## config.mk

```make
export PLATFORM = sky130hd
export DESIGN_NAME = key_op_capture_flat
export DESIGN_NICKNAME = d
export VERILOG_FILES = /design/src/rtl/calc_pkg.sv /design/src/rtl/key_op_capture_if.sv /design/src/rtl/key_debounce.sv /design/src/rtl/key_op_capture.sv /design/src/flat_wrapper.sv
export SDC_FILE = /design/constraint.sdc
export NUM_CORES = 1
export LEC_CHECK = 0
export ABC_AREA = 1
export CAP_MARGIN = 15
export CELL_PAD_IN_SITES_DETAIL_PLACEMENT = 1
export CELL_PAD_IN_SITES_GLOBAL_PLACEMENT = 1
export CORE_MARGIN = 3
export CORE_UTILIZATION = 36
export CTS_CLUSTER_DIAMETER = 30
export DETAILED_ROUTE_END_ITERATION = 7
export HOLD_SLACK_MARGIN = 0.12
export PLACE_DENSITY = 0.67
export SYNTH_ARGS = -nofsm -noshare
export SYNTH_HDL_FRONTEND = slang
export SYNTH_SLANG_ARGS = --single-unit
export TNS_END_PERCENT = 50
```

## constraint.sdc

```tcl
create_clock -name CLOCK_50 -period 3.5 [get_ports CLOCK_50]
set_input_delay 0.35 -clock CLOCK_50 [delete_from_list [all_inputs] [get_ports CLOCK_50]]
set_output_delay 0.35 -clock CLOCK_50 [all_outputs]
set_load 0.02 [all_outputs]
```

## src/rtl/calc_pkg.sv

```systemverilog
// Shared op codes, FSM states and key-to-op mapping for the calculator front end.
// Pure declarations: no latency, no backpressure.
package calc_pkg;

    localparam logic [1:0] OP_DIV = 2'd0;
    localparam logic [1:0] OP_MUL = 2'd1;
    localparam logic [1:0] OP_SUB = 2'd2;
    localparam logic [1:0] OP_ADD = 2'd3;

    typedef enum logic [1:0] {
        ST_IDLE     = 2'd0,
        ST_VALID    = 2'd1,
        ST_WAIT_REL = 2'd2
    } state_t;

    // Only meaningful for a one-hot press vector; KEY0..KEY3 map to DIV..ADD.
    function automatic logic [1:0] key_to_op(input logic [3:0] press);
        logic [1:0] op;
        op = OP_DIV;
        if (press[1]) op = OP_MUL;
        if (press[2]) op = OP_SUB;
        if (press[3]) op = OP_ADD;
        return op;
    endfunction

endpackage

```

## src/rtl/key_op_capture_if.sv

```systemverilog
// Operation request bus toward the arithmetic stage: op code plus two operands.
// Valid/ready: master holds op_valid and payload stable until op_ready is seen.
interface key_op_capture_if #(parameter int W = 8);

    logic         op_valid;
    logic         op_ready;
    logic [1:0]   op;
    logic [W-1:0] opa;
    logic [W-1:0] opb;

    modport master (output op_valid, output op, output opa, output opb, input op_ready);
    modport slave  (input op_valid, input op, input opa, input opb, output op_ready);

endinterface

```

## src/rtl/key_debounce.sv

```systemverilog
// Synchronises and debounces one active-low key into an active-high level.
// Latency 2 + DB_CYCLES clocks from a stable raw edge; no backpressure.
module key_debounce #(
    parameter int DB_CYCLES = 1000000,
    parameter int DB_W      = 20
) (
    input  logic CLOCK_50,
    input  logic rst_n,
    input  logic clr,
    input  logic raw_n,
    output logic level
);

    localparam logic [DB_W-1:0] CNT_LAST = DB_W'(DB_CYCLES - 1);

    logic            sync1;
    logic            sync2;
    logic [DB_W-1:0] cnt;

    // Synchroniser idles at 1 so a cleared key reads as released.
    always_ff @(posedge CLOCK_50 or negedge rst_n) begin
        if (!rst_n) begin
            sync1 <= 1'b1;
            sync2 <= 1'b1;
        end else if (clr) begin
            sync1 <= 1'b1;
            sync2 <= 1'b1;
        end else begin
            sync1 <= raw_n;
            sync2 <= sync1;
        end
    end

    always_ff @(posedge CLOCK_50 or negedge rst_n) begin
        if (!rst_n) begin
            cnt   <= '0;
            level <= 1'b0;
        end else if (clr) begin
            cnt   <= '0;
            level <= 1'b0;
        end else if (~sync2 == level) begin
            cnt <= '0;
        end else if (cnt == CNT_LAST) begin
            level <= ~level;
            cnt   <= '0;
        end else begin
            cnt <= cnt + 1'b1;
        end
    end

endmodule

```

## src/rtl/key_op_capture.sv

```systemverilog
// Turns one clean KEY press into a single op request with operands snapshotted from SW.
// Request appears 1 clock after the debounced press; held with frozen payload until op_ready.
module key_op_capture
    import calc_pkg::*;
#(
    parameter int W         = 8,
    parameter int DB_CYCLES = 1000000,
    parameter int DB_W      = 20
) (
    input  logic          CLOCK_50,
    input  logic          rst_n,
    input  logic [3:0]    key_n,
    input  logic          clr,
    input  logic [W-1:0]  sw_a,
    input  logic [W-1:0]  sw_b,
    key_op_capture_if.master bus,
    output logic [3:0]    key_db,
    output logic          err_multi
);

    logic [3:0]   key_db_q;
    logic [3:0]   press;
    state_t       state, state_d;
    logic         capture;
    logic         op_valid_q, op_valid_d;
    logic         err_d;
    logic [1:0]   op_q;
    logic [W-1:0] opa_q, opb_q;

    for (genvar i = 0; i < 4; i++) begin : g_db
        key_debounce #(.DB_CYCLES(DB_CYCLES), .DB_W(DB_W)) u_db (
            .CLOCK_50 (CLOCK_50),
            .rst_n    (rst_n),
            .clr      (clr),
            .raw_n    (key_n[i]),
            .level    (key_db[i])
        );
    end

    assign press = key_db & ~key_db_q;

    always_comb begin
        state_d    = state;
        capture    = 1'b0;
        err_d      = 1'b0;
        op_valid_d = op_valid_q;
        case (state)
            ST_IDLE: begin
                if (|press) begin
                    if ($onehot(press)) begin
                        capture    = 1'b1;
                        op_valid_d = 1'b1;
                        state_d    = ST_VALID;
                    end else begin
                        err_d   = 1'b1;
                        state_d = ST_WAIT_REL;
                    end
                end
            end
            ST_VALID: begin
                if (bus.op_ready) begin
                    op_valid_d = 1'b0;
                    state_d    = ST_WAIT_REL;
                end
            end
            ST_WAIT_REL: begin
                if (key_db == 4'b0000) state_d = ST_IDLE;
            end
            default: state_d = ST_IDLE;
        endcase
    end

    always_ff @(posedge CLOCK_50 or negedge rst_n) begin
        if (!rst_n) begin
            state <= ST_IDLE;
        end else if (clr) begin
            state <= ST_IDLE;
        end else begin
            state <= state_d;
        end
    end

    always_ff @(posedge CLOCK_50 or negedge rst_n) begin
        if (!rst_n) begin
            key_db_q   <= '0;
            op_valid_q <= 1'b0;
            err_multi  <= 1'b0;
            op_q       <= OP_DIV;
            opa_q      <= '0;
            opb_q      <= '0;
        end else if (clr) begin
            key_db_q   <= '0;
            op_valid_q <= 1'b0;
            err_multi  <= 1'b0;
            op_q       <= OP_DIV;
            opa_q      <= '0;
            opb_q      <= '0;
        end else begin
            key_db_q   <= key_db;
            op_valid_q <= op_valid_d;
            err_multi  <= err_d;
            // Payload only moves on capture, so it survives acceptance.
            if (capture) begin
                op_q  <= key_to_op(press);
                opa_q <= sw_a;
                opb_q <= sw_b;
            end
        end
    end

    assign bus.op_valid = op_valid_q;
    assign bus.op       = op_q;
    assign bus.opa      = opa_q;
    assign bus.opb      = opb_q;

endmodule
```

## src/flat_wrapper.sv

```systemverilog
// flat-port wrapper written by rule: the top's interface ports become plain ports
module key_op_capture_flat import calc_pkg::*;
#(
    parameter int W         = 8,
    parameter int DB_CYCLES = 1000000,
    parameter int DB_W      = 20
)
  (CLOCK_50, rst_n, key_n, clr, sw_a, sw_b, key_db, err_multi, bus_op_valid, bus_op, bus_opa, bus_opb, bus_op_ready);
  key_op_capture_if #(.W(W)) bus_i ();
  input  logic CLOCK_50;
  input  logic rst_n;
  input  logic [3:0] key_n;
  input  logic clr;
  input  logic [W-1:0] sw_a;
  input  logic [W-1:0] sw_b;
  output logic [3:0] key_db;
  output logic err_multi;
  output wire logic [$bits(bus_i.op_valid)-1:0] bus_op_valid;
  output wire logic [$bits(bus_i.op)-1:0] bus_op;
  output wire logic [$bits(bus_i.opa)-1:0] bus_opa;
  output wire logic [$bits(bus_i.opb)-1:0] bus_opb;
  input wire logic [$bits(bus_i.op_ready)-1:0] bus_op_ready;
  assign bus_op_valid = bus_i.op_valid;
  assign bus_op = bus_i.op;
  assign bus_opa = bus_i.opa;
  assign bus_opb = bus_i.opb;
  assign bus_i.op_ready = bus_op_ready;
  key_op_capture #(.W(W), .DB_CYCLES(DB_CYCLES), .DB_W(DB_W)) u_core (.CLOCK_50(CLOCK_50), .rst_n(rst_n), .key_n(key_n), .clr(clr), .sw_a(sw_a), .sw_b(sw_b), .bus(bus_i), .key_db(key_db), .err_multi(err_multi));
endmodule
```

## Word level (Yosys, flattened, before mapping)

Cells that the tools add are included.

- Multiplexer cells: 60
- Reduce and logical (&&, ||, !) cells: 15
- Equal/unequal tests: 19
- $add $sub $neg: 7
- Bitwise logic cells: 10

Operators by type and width:

| operator | count |
|---|---|
| 2-to-1 mux 20 bit | 12 |
| adder 20 x 1 -> 20 bit, second input constant | 4 |
| equality test 20 bit, second input constant | 4 |
| 2-to-1 mux 1 bit | 32 |
| 2-to-1 mux 8 bit | 4 |
| 2-to-1 mux 2 bit | 9 |
| nonzero test 2 bit | 5 |
| != test 3 x 2 -> 1 bit, second input constant | 3 |
| != test 2 bit, second input constant | 4 |
| inverter 1 bit | 8 |
| AND reduction 2 bit | 4 |
| case mux 2 bit (3 select lines) | 1 |
| adder 1 x 1 -> 2 bit | 2 |
| bitwise AND 4 bit | 1 |
| equality test 1 bit | 4 |
| zero test 4 bit | 1 |
| 2-to-1 mux 4 bit | 1 |
| inverter 4 bit | 1 |
| AND reduction 4 bit | 1 |
| OR reduction 4 bit | 1 |
| adder 3 bit | 1 |
| equality test 3 x 1 -> 1 bit, second input constant | 1 |
| != test 3 bit, second input constant | 1 |
| AND reduction 3 bit | 1 |
| other kinds (5) | 5 |

- Flip-flop bits (word level): 118
- Output and inout bits: 24

## Longest topological paths before layout

- Word-level depth: 10
- Gate-level depth with buffers: 14

## Hierarchy

Synthesis repeated with hierarchy kept, for this count alone.

- Cell total of the unflattened synthesis: 766
- Area total of the unflattened synthesis: 6323.6 um^2

Modules (own cells, without submodules):

| module | area each (um^2) | cells an instance | times used |
|---|---|---|---|
| key_debounce | 1265.0 | 157 | 4 |
| key_op_capture | 1263.7 | 138 | 1 |

## Least setup slack after synthesis

Ideal clock, no wire load.

- Path kind: register to register
- Start: register u_core.key_db_q[3]
- End: register u_core.opa_q[4], in the netlist u_core.bus.opa[4]
- Period minus slack after synthesis: 2.265 ns
- Arrival: 2.139 ns
- Required time: 3.374 ns
- Cell stages (with the launch flop): 12
- Path slack: 1.235 ns
- Path through: dfrtp_1 -> inv_1 -> nand2_1 -> ha_1 -> ha_1 -> fa_1 -> nand3b_1 -> nor2_1 -> nand3_2 -> buf_6 -> nand3_1 -> o21ai_0

- Word-level cells in the longest chain between the ends: 9
- Elaborated cells on any way between the ends: 10
- Classes of those cells: add/sub (2); eq/ne (1); mux (3); bitwise (2); reduce/logical (2)

Ends and longest elaborated chain:

| element | RTL line | text |
|---|---|---|
| from (decl) | key_op_capture.sv:21 | `logic [3:0] key_db_q;` |
| from (signal assigned) | key_op_capture.sv:99 | `key_db_q <= key_db;` |
| inverter 4 bit (*) | key_op_capture.sv:40 | `assign press = key_db & ~key_db_q;` |
| bitwise AND 4 bit (*) | key_op_capture.sv:40 |  |
| adder 1 x 1 -> 2 bit (not written as such) | key_op_capture.sv:50 | `if ($onehot(press)) begin` |
| adder 3 bit (not written as such) | key_op_capture.sv:50 |  |
| equality test 3 x 1 -> 1 bit | key_op_capture.sv:50 |  |
| 2-to-1 mux 1 bit | key_op_capture.sv:50 |  |
| 2-to-1 mux 1 bit (*) | key_op_capture.sv:49 | `if (\|press) begin` |
| 2-to-1 mux 1 bit (*) | key_op_capture.sv:47 | `case (state)` |
| nonzero test 2 bit (no line) (*) | - |  |
| to (signal assigned) | key_op_capture.sv:105 | `opa_q <= sw_a;` |
| to (decl) | key_op_capture.sv:28 | `logic [W-1:0] opa_q, opb_q;` |

Mark *: on every way between the ends. The rest lies on a longest branch, timed or not.
A chain may end at the register's enable or synchronous reset.

## Worst setup path after layout

- Start: register u_core.g_db[1].u_db.level
- End: register u_core.opb_q[0], in the netlist u_core.bus.opb[0]

- Word-level cells in the longest chain between the ends: 8
- Elaborated cells on any way between the ends: 9
- Classes of those cells: add/sub (2); eq/ne (1); mux (3); bitwise (1); reduce/logical (2)

Ends and longest elaborated chain:

| element | RTL line | text |
|---|---|---|
| from (decl) | key_debounce.sv:11 | `output logic level` |
| from (signal assigned) | key_debounce.sv:44 | `level <= ~level;` |
| bitwise AND 4 bit (*) | key_op_capture.sv:40 |  |
| adder 1 x 1 -> 2 bit (not written as such) | key_op_capture.sv:50 |  |
| adder 3 bit (not written as such) | key_op_capture.sv:50 |  |
| equality test 3 x 1 -> 1 bit | key_op_capture.sv:50 |  |
| 2-to-1 mux 1 bit | key_op_capture.sv:50 |  |
| 2-to-1 mux 1 bit (*) | key_op_capture.sv:49 |  |
| 2-to-1 mux 1 bit (*) | key_op_capture.sv:47 |  |
| nonzero test 2 bit (no line) (*) | - |  |
| to (signal assigned) | key_op_capture.sv:106 | `opb_q <= sw_b;` |
| to (decl) | key_op_capture.sv:28 |  |

Marked as above.

==> summary.txt <==
Synthesis
  • Synth Cell Area: 6153 um^2
  • Synth Area per Inst: 8.044 um^2
  • Post-synthesis register bit count: 118
  • Sequential area share after synthesis: approximately half
  • Main synth FF type: dfrtp_1
  • EDFF count, synth: 0
  • Syn nets: 796
  • YS warnings: 0
  • Post-Syn Instances: 765
  • Distinct cell type count after synthesis: 38
  • Post-synth ARST share: 100.0%

Clock tree
  • Setup Fix Bufs, Post-CTS: 0
  • Clock H-tree levels: 4
  • TritonCTS Buffers: 17
  • CTS sink cnt: 118
  • Root buffer cell: clkbuf_16
  • Resize count post-CTS: 0
  • Worst-skew pair later-pin latency: about 0.42 ns
  • CTS tree: done
  • Clock-pin slew on the worst setup and hold paths: ~0.06 ns
  • Maximum clock path buffer count: 2

Detailed routing
  • Routed length per instance: between 10 and 15 um
  • DRT antenna net count: 0
  • Via/cell ratio: about 4.8
  • Remaining routing DRC violations: 0
  • Starting DRT DRC Count: 150
  • Vias post-DR: approximately 5,100
  • Final WL: around 16,000 um
  • Router iterations before antenna repair: 4

Floorplan
  • Die Footprint: 18,700 um^2
  • I/O pin count: 48
  • Row count: 47
  • Die H: about 140 um
  • Core footprint: roughly 17,000 um^2
  • Die W: approximately 140 um
  • Initial Util: about 37%

Critical path
  • Crit Path Category: flip-flop to flip-flop
  • Critical path startpoint category: flip-flop
  • FF-to-FF End: u_core.bus.opb[0]
  • Reg2reg setup slack: ~0.65 ns
  • RR Startpoint: u_core.g_db[1].u_db.level
  • CP Capture Type: flip-flop
  • WP data required: 3.81 ns
  • Reg2Reg Depth: 9
  • Worst Path Arrival: ~3.2 ns
  • CP max FO: 20

Global route
  • Initial antenna violation count: 0
  • Global Route Usage Sum: between 10% and 20%
  • Largest net degree at the start of global routing: 72
  • Vias in the first global route: between 5,000 and 6,000
  • Grt ovf: 0
  • First-pass GRT wire length: around 26,000 um

Timing
  • RSZ-0062 raised after global routing: false
  • Max transition margin: a little over a third
  • Worst Skew: between 0.006 and 0.007 ns
  • Final number of max-transition violations: 0
  • Fin crit share: between 80 and 90%
  • Tmin final: ~2.8 ns
  • Final setup viols: 0
  • Hold Fails Final Rpt: 0
  • Worst slew pin tran: ~1 ns
  • F_max: 351.0 MHz
  • Setup TNS: 0 ns

Finish
  • Layout area overhead: 21.05%
  • Multi-input gate area: 2726 um^2
  • Fillers: roughly 2,000
  • Design Area, Final: about 7400 um^2
  • Share of layout cells above drive strength 1: around 11%
  • Reg area: 2963 um^2
  • Ant diodes: 0
  • Final net count: 850

Power
  • Lkg Pwr: 3.091 nW
  • Clk network pwr share: 56.0%
  • Combinational power share: under 10%
  • Switch share: a little over a fifth
  • PwrDens: approximately 450 nW/um^2
  • Total internal power: around 0.0026 W
  • Peak supply drop: between 0.0004 and 0.0005 V
  • Net Switching: ~0.00071 W
  • Share of power burned in registers: approximately two fifths

Place
  • DP Wirelength: ~11,000 um
  • GPL Wtd Cong: 0.7953
  • DP Area: about 6800 um^2
  • Port Buf Inserts: 47

Run
  • Max_cap viols: 0

Worst hold path
  • Hold EP: u_core.g_db[3].u_db.cnt[0]
  • Hold path cells: 1
  • HP Start: u_core.g_db[3].u_db.cnt[0]
  • Min-delay worst type: flip-flop to flip-flop

Outcome
  • Outcome: finished clean
-- area by class of cell --
| type | instances | share of cell area (%) |
|---|---|---|
| flip-flops and latches | 118 | 39.78 |
| multi-input cells | 541 | 36.60 |
| repair buffers | 51 | 6.887 |
| clock buffers | 21 | 6.182 |
| inverters | 90 | 4.536 |
| well taps | 220 | 3.696 |
| clock inverters | 11 | 2.318 |
-- registers in the layout, summed over array words and instances, names as in the netlist --
register                count
u_core.err_multi            1
u_core.g_db.u_db.sync1      4
u_core.g_db.u_db.sync2      4
u_core.g_db.u_db.cnt       80
u_core.bus.opa              8
u_core.key_db_q             4
u_core.bus.op_valid         1
u_core.g_db.u_db.level      4
u_core.bus.op               2
u_core.state                2
u_core.bus.opb              8
-- logic make-up (layout without fill, tap and decap cells) --
family,count (synthesis),in the layout,synth area share (%)
AOI/OAI and AO/OA,62,62,5.551
xor gates and xnor gates,39,39,5.551
adders and majority gates,7,7,1.545
buffers and inverters,106,173,7.544
DFF,118,118,48.15
and+or+nand+nor,433,433,31.66
-- per-stage QoR --
| step | hold slack [ns] | std cells | worst slack, ns | utilization, % | total power (W) |
|---|---|---|---|---|---|
| 6_report | 0.4937 | 1052 | 0.6511 | 44.76 | 0.003350 |
| 5_1_grt | 0.4875 | 1052 | 0.3387 | 44.76 | 0.003482 |
| 4_1_cts | 0.4731 | 1052 | 0.6564 | 44.76 | 0.003406 |
| 3_5_place_dp | 0.4906 | 1019 | 0.6920 | 40.89 | 0.001502 |
| 3_3_place_gp | 0.4697 | 1019 | 0.8659 | 40.89 | 0.001498 |
| 2_1_floorplan | 0.05441 | 765 | 1.235 | - | 0.001434 |
-- worst max-delay path by stage --
stage	start	end	slack, ns	cells after the start
6_report	u_core.g_db[1].u_db.level	u_core.bus.opb[0]	0.65	9
5_1_grt	u_core.g_db[1].u_db.level	u_core.bus.op[1]	0.34	9
4_1_cts	u_core.g_db[1].u_db.level	u_core.bus.op[1]	0.66	9
3_5_place_dp	u_core.g_db[1].u_db.level	u_core.bus.opb[1]	0.69	9
3_3_place_gp	u_core.key_db_q[3]	u_core.bus.opb[7]	0.87	9
2_1_floorplan	u_core.key_db_q[3]	u_core.bus.opa[4]	1.24	11
-- synth_stat cells, types with 6 or more instances --
cell	instances	area, um^2
nand3_2	6	60.06
dfrtp_1	110	2753
dfstp_2	8	210.2
nor2_1	167	626.9
o21ai_0	35	175.2
nor2_2	18	112.6
nand2_1	134	503.0
a21oi_1	12	60.06
nor3_1	13	65.06
inv_1	90	337.8
ha_1	6	75.07
nand3_1	56	280.3
nand4_1	13	81.33
nand2_2	7	43.79
xnor2_1	11	96.34
or2_2	8	50.05
xor2_1	28	245.2
-- layer usage --
| metal | vias up | share of wire [%] | GRT usage, % |
|---|---|---|---|
| li1 | 2509 | - | - |
| met4 | 0 | 1.0 | 5.095 |
| met1 | 2525 | 43 | 20.33 |
| met5 | - | 0 | 0 |
| met3 | 15 | 3.0 | 5.221 |
| met2 | 36 | 53 | 31.68 |
-- power groups by stage --
stage | clock, W | sequential (W) | combinational (W)
after floorplan | 0 | 0.00140 | 0.0000320
after detailed placement | 0 | 0.00140 | 0.0000982
after global placement | 0 | 0.00140 | 0.0000958
after CTS | 0.00193 | 0.00138 | 0.0000994
final | 0.00187 | 0.00138 | 0.0000952
after global routing | 0.00199 | 0.00138 | 0.000109
-- layout by cell type, fill, tap and decap left out, drive strengths merged --
cell type and count:
xor2 28, clkinvlp 4, clkinv 2, nand3b 1
o21a 2, bufinv 4, xnor2 11, a31oi 4
o22ai 1, nor2 189, inv 91, a21o 2
nand3 62, a31o 1, nand2 144, clkbuf 21
o21bai 3, nor3 15, clkdlybuf4s50 46, a21oi 12
buf 4, nand4 14, ha 6, dlygate4sd3 1
dfstp 8, o21ai 36, or2 8, fa 1
dfrtp 110, a32oi 1
-- critical path, cell delays in order (launching register included) --
cell and delay [ns]:
dfrtp_1 0.44, nand2_1 0.11, nor2_1 0.20, nor2_1 0.08
ha_1 0.21, fa_1 0.42, nand3b_1 0.20, nor2_1 0.20
nand3_1 0.51, o21ai_0 0.38
-- what timing repair did --
item,in CTS,in global routing
endpoints found under the setup margin,0,0
hold buffers,1,0
hold endpoints to repair,14,0
No activity file was read; power rests on OpenSTA's default activity.
==> patch 1 (config.mk and constraints unchanged) <==
`W` is set to 8 in 3 places; all go to 9.
--- a/src/rtl/key_op_capture_if.sv
+++ b/src/rtl/key_op_capture_if.sv
@@ -2,3 +2,3 @@
 // Valid/ready: master holds op_valid and payload stable until op_ready is seen.
-interface key_op_capture_if #(parameter int W = 8);
+interface key_op_capture_if #(parameter int W = 9);
 
--- a/src/rtl/key_op_capture.sv
+++ b/src/rtl/key_op_capture.sv
@@ -5,3 +5,3 @@
 #(
-    parameter int W         = 8,
+    parameter int W         = 9,
     parameter int DB_CYCLES = 1000000,
--- a/src/flat_wrapper.sv
+++ b/src/flat_wrapper.sv
@@ -3,3 +3,3 @@
 #(
-    parameter int W         = 8,
+    parameter int W         = 9,
     parameter int DB_CYCLES = 1000000,
Ports: changed (resized bus_opa, bus_opb, sw_a and sw_b); port bits go from 48 to 52. No check against the original RTL was run, so the function may have changed too.
==> patch 1 against the unedited design <==
Clock skew grew 0.0013 ns; first-iteration DRC count increased by 16%; total power shrank 5.4%; combinational power increased by 3.6%; utilization rose by 0.12 points; sequential cell count rose by 2; synthesized cell count is 1.3% higher; final area rose by 1.3%; count of clock-buffer cells in the layout is 1 higher; final cell count rose by 1.0%; worst setup slack worse by 0.051 ns; area after synthesis increased by 2.3%; routed wire length shrank 3.3%; largest power group unchanged.
==> patch 1: results (changes against the unedited design) <==
- Outcome: completed (unchanged)
- Top cells by area, synth: dfrtp_1, nor2_1, nand2_1 (unchanged)
- Gr usage total: 16.46% (was 17.66%)
- Comb. pwr: 0.0986 mW (was 0.0952 mW)
- Post-CTS setup buffers: 0 (unchanged)
- Setup_tns: 0 ns (unchanged)
- Slowest cell on crit path: nand3_1 (unchanged)
- Clock skew: 0.007547 ns (was 0.006221 ns)
- Post-Synth Adder-Cell Area: 1.511% (was 1.545%)
- Hpwl dp: 10880 um (was 11230 um)
- Final nets: 863 (was 850)
- XOR/XNOR Fraction of Synth Area: 5.009% (was 5.551%)
- Routability cong.: 0.7818 (was 0.7953)
- DR iter-0 viols: 174 (was 150)
- Number of buffers created by CTS: 17 (unchanged)
- Mux cell area share after synthesis: 0% (unchanged)
- Arr. time, crit path: 3.21 ns (was 3.16 ns)
- Sequential share of the synthesized area: 47.86% (was 48.15%)
- Largest reg by FF count: u_core.g_db.u_db.cnt (unchanged)
- Dpl ws: 0.5852 ns (was 0.6920 ns)
- Least-Margin Pin Slew: 0.8434 ns (was 0.9755 ns)
- Drt wl/cell: 14.11 um (was 14.73 um)
- First-pass GRT wire length: 26130 um (was 25960 um)
- Largest net degree at the start of global routing: 62 (was 72)
- Netlist cell types: 37 (was 38)
- I/O Buffers: 51 (was 47)
- Final cell count without fillers: 1063 (was 1052)
- Post-synth top cells: nor2_1, nand2_1, dfrtp_1 (unchanged)
- Yosys Warn Count: 0 (unchanged)
- Power Dens Cells: 419.7 mW/mm2 (was 449.7 mW/mm2)
- Reg2reg setup slack: 0.60 ns (was 0.65 ns)
- Syn_nets: 808 (was 796)
- Mapped Avg Cell Area: 8.122 um2 (was 8.044 um2)
- Dpl cell area: 0.006980 mm2 (was 0.006805 mm2)
- Clk pwr share: 52.6% (was 56.0%)
- Hold-fix buffers, CTS: 1 (unchanged)
- Max IR drop VDD: 0.0003364 V (was 0.0004162 V)
- Max Freq: 0.3449 GHz (was 0.3510 GHz)
- Pleak: 3.183 nW (was 3.091 nW)
- Placed Cells: 1030 (was 1019)
- CP peak stage delay: 0.60 ns (was 0.51 ns)
- Antenna cells: 0 (unchanged)
- Critical Path Fanout Max: 22 (was 20)
- Via count: 5093 (was 5085)
- Complex-gate fraction of the synthesized area: 5.367% (was 5.551%)
- Hold WS: 0.4707 ns (was 0.4937 ns)
- Vias in the first global route: 5434 (was 5386)
- Layout cell share with drive strength beyond 1: 12.93% (was 11.06%)
- Pint: 2.492 mW (was 2.641 mW)
[patch 1: worst max-delay path, delay by kind of cell, from the launching register on]
kind,cells,cell delay (ns)
AND/OR/NAND/NOR,4,1.09
adder cells (fa/ha/maj),3,0.92
flip-flops,1,0.40
AO/OA/AOI/OAI,1,0.37
[patch 1: path summary, 6_finish.rpt]
path,from,end,cells past startpoint
max,u_core.g_db[2].u_db.level,u_core.bus.opa[0],8
min reg2reg,u_core.g_db[3].u_db.cnt[0],u_core.g_db[3].u_db.cnt[0],1
max reg2reg,u_core.g_db[2].u_db.level,u_core.bus.opa[0],8
min in group asynchronous,rst_n,u_core.g_db[2].u_db.cnt[14],2
min,u_core.g_db[3].u_db.cnt[0],u_core.g_db[3].u_db.cnt[0],1
max in group asynchronous,rst_n,u_core.g_db[2].u_db.sync1,3
[patch 1: per-layer routing]
metal / vias to the layer above / track usage [%] / share of wire (%)
li1: 2531 / - / -
met1: 2489 / 20.48 / 46
met2: 54 / 28.16 / 50
met3: 19 / 3.971 / 2.7
met4: 0 / 5.512 / 1.6
met5: - / 0 / 0
[patch 1: cell families (layout without fill, tap and decap cells)]
kind of cell / after synthesis / after routing
adders and majority gates: 7 / 7
DFF: 120 / 120
AOI/OAI and AO/OA: 63 / 63
xor gates and xnor gates: 36 / 36
buffers and inverters: 118 / 186
and+or+nand+nor: 431 / 431
[patch 1: final cells by class]
| class | instances | area [um2] |
|---|---|---|
| Multi-Input combinational cell | 537 | 2781 |
| Timing Repair Buffer | 54 | 545.5 |
| Clock inverter | 10 | 102.6 |
| Tap cell | 220 | 275.3 |
| Clock buffer | 22 | 454.2 |
| Fill cell | 2056 | 9271 |
| Sequential cell | 120 | 3013 |
| Inverter | 100 | 375.4 |
==> patch 2 (same flow settings) <==
Made on the original files. Put one more register stage on the output `err_multi`, with the module's reset. The value now appears one clock later. The other outputs are not delayed to match.
--- a/src/rtl/key_op_capture.sv
+++ b/src/rtl/key_op_capture.sv
@@ -19,2 +19,4 @@
 );
+
+    logic err_multi_s0;
 
@@ -86,3 +88,3 @@
             op_valid_q <= 1'b0;
-            err_multi  <= 1'b0;
+            err_multi_s0 <= 1'b0;
             op_q       <= OP_DIV;
@@ -93,3 +95,3 @@
             op_valid_q <= 1'b0;
-            err_multi  <= 1'b0;
+            err_multi_s0 <= 1'b0;
             op_q       <= OP_DIV;
@@ -100,3 +102,3 @@
             op_valid_q <= op_valid_d;
-            err_multi  <= err_d;
+            err_multi_s0 <= err_d;
             // Payload only moves on capture, so it survives acceptance.
@@ -115,2 +117,10 @@
 
+    always_ff @(posedge CLOCK_50 or negedge rst_n) begin
+        if (!rst_n) begin
+            err_multi <= '0;
+        end else begin
+            err_multi <= err_multi_s0;
+        end
+    end
+
 endmodule
Formal check against the unedited RTL: no difference found for any inputs over 10 cycles, from zero or initial values and one cycle with rst_n low; that may be too few to reach the edited logic, so the function may still have changed.
==> patch 2 against the unedited design <==
Clock power fell by 3%; total power fell by 1.2%; final area fell by 0.17%; area after synthesis rose by 0.41%; global-route usage rose by 1.1 points; sequential cell count rose by 1; clock skew rose by 0.0019 ns; critical path depth did not move; worst setup slack improved by 0.037 ns; non-clock buffer count fell by 1; routed wire length rose by 3.6%; synthesized cell count rose by 0.13%.
==> patch 2: results (changes against the unedited design) <==
- Pint: 2.620 mW (was 2.641 mW)
- Arr. time, crit path: 3.13 ns (was 3.16 ns)
- DR iter-0 viols: 147 (was 150)
- Post-synth top cells: nor2_1, nand2_1, dfrtp_1 (unchanged)
- Outcome: completed (unchanged)
- CTS clk-pin slew, worst paths: 0.06 ns (about the same)
- Met1 WL: 7296 um (was 6639 um)
- Drt wl/cell: 15.28 um (was 14.73 um)
- Metal2 WL: 8247 um (was 8233 um)
- Highest routed layer: met4 (unchanged)
- Gr usage total: 18.73% (was 17.66%)
- Pleak: 3.101 nW (was 3.091 nW)
- Vias in the first global route: 5599 (was 5386)
- Clock skew: 0.008111 ns (was 0.006221 ns)
- Least-Margin Pin Slew: 0.8098 ns (was 0.9755 ns)
- WL met3: 364 um (was 466 um)
- Hpwl dp: 11430 um (was 11230 um)
- Layout cell share with drive strength beyond 1: 10.71% (was 11.06%)
- Filler instances: 2028 (was 1996)
- Max reg flops: 80 (unchanged)
- Dpl cell area: 0.006823 mm2 (was 0.006805 mm2)
- Vias/cell: 4.853 (was 4.834)
- Mapped Avg Cell Area: 8.066 um2 (was 8.044 um2)
- First-pass GRT wire length: 27540 um (was 25960 um)
- Via count: 5100 (was 5085)
- Routability cong.: 0.8211 (was 0.7953)
- Largest net degree at the start of global routing: 62 (was 72)
- Max IR drop VDD: 0.0003805 V (was 0.0004162 V)
- Syn_nets: 797 (was 796)
- Top cells by area, synth: dfrtp_1, nor2_1, nand2_1 (unchanged)
- Sequential share of the synthesized area: 48.36% (was 48.15%)
-- patch 2: power by group through the flow --
stage	Sequential (mW)	Clock, mW	Combinational [mW]
2_1_floorplan	1.41	0	0.0319
3_3_place_gp	1.42	0	0.0959
3_5_place_dp	1.42	0	0.0985
4_1_cts	1.39	1.86	0.101
5_1_grt	1.39	1.94	0.110
6_report	1.39	1.82	0.0956
-- patch 2: worst paths after layout --
check	from	endpoint	slack, ns	depth (start not counted)
hold reg to reg	u_core.err_multi_s0	u_core.err_multi	0.36	0
setup / recovery	u_core.key_db_q[3]	u_core.bus.opa[5]	0.69	9
max in group asynchronous	rst_n	u_core.g_db[0].u_db.sync2	2.11	3
hold / removal	u_core.err_multi_s0	u_core.err_multi	0.36	0
setup reg to reg	u_core.key_db_q[3]	u_core.bus.opa[5]	0.69	9
min in group asynchronous	rst_n	u_core.g_db[0].u_db.cnt[13]	0.56	2
-- patch 2: cell families (layout without fill, tap and decap cells) --
group	count (synthesis)	in the layout	synth area share [%]
AND/OR/NAND/NOR	433	433	31.53
flip-flops	119	119	48.36
buffers and inverters	106	171	7.513
AO/OA/AOI/OAI	62	62	5.528
XOR/XNOR	39	39	5.529
adder cells (fa/ha/maj)	7	7	1.539
-- patch 2: layout make-up --
class,count,share of cell area (%)
clock buffer,21,6.058
clock inverter,10,2.053
inverter,90,4.543
multi-input combinational,541,36.66
sequential,119,40.18
tap,220,3.702
timing repair buffer,50,6.798
-- patch 2: metal layers --
| layer | vias up | track usage, % |
|---|---|---|
| met5 | - | 0 |
| met4 | 0 | 5.432 |
| met3 | 13 | 4.816 |
| met2 | 36 | 32.21 |
| met1 | 2540 | 23.18 |
| li1 | 2511 | - |
-- patch 2: timing repair --
action,CTS,global route
setup buffers,0,0
endpoints found under the hold margin,56,0
gates resized for setup,0,0
hold buffers,1,0
-- patch 2: through the flow --
step	worst slack [ns]	utilization [%]
final	0.6880	44.52
after global routing	0.4404	44.52
after CTS	0.6728	44.52
after detailed placement	0.6706	40.85
after global placement	0.8666	40.85
after floorplan	1.235	-
-- patch 2: critical path, stage by stage (launching register included) --
cell and delay (ns):
dfrtp_1 0.35, inv_1 0.07, nand2_1 0.08, ha_1 0.30, ha_1 0.20, fa_1 0.42, nand3b_1 0.20, nor2_1 0.18
nand3_1 0.52, o21ai_0 0.39
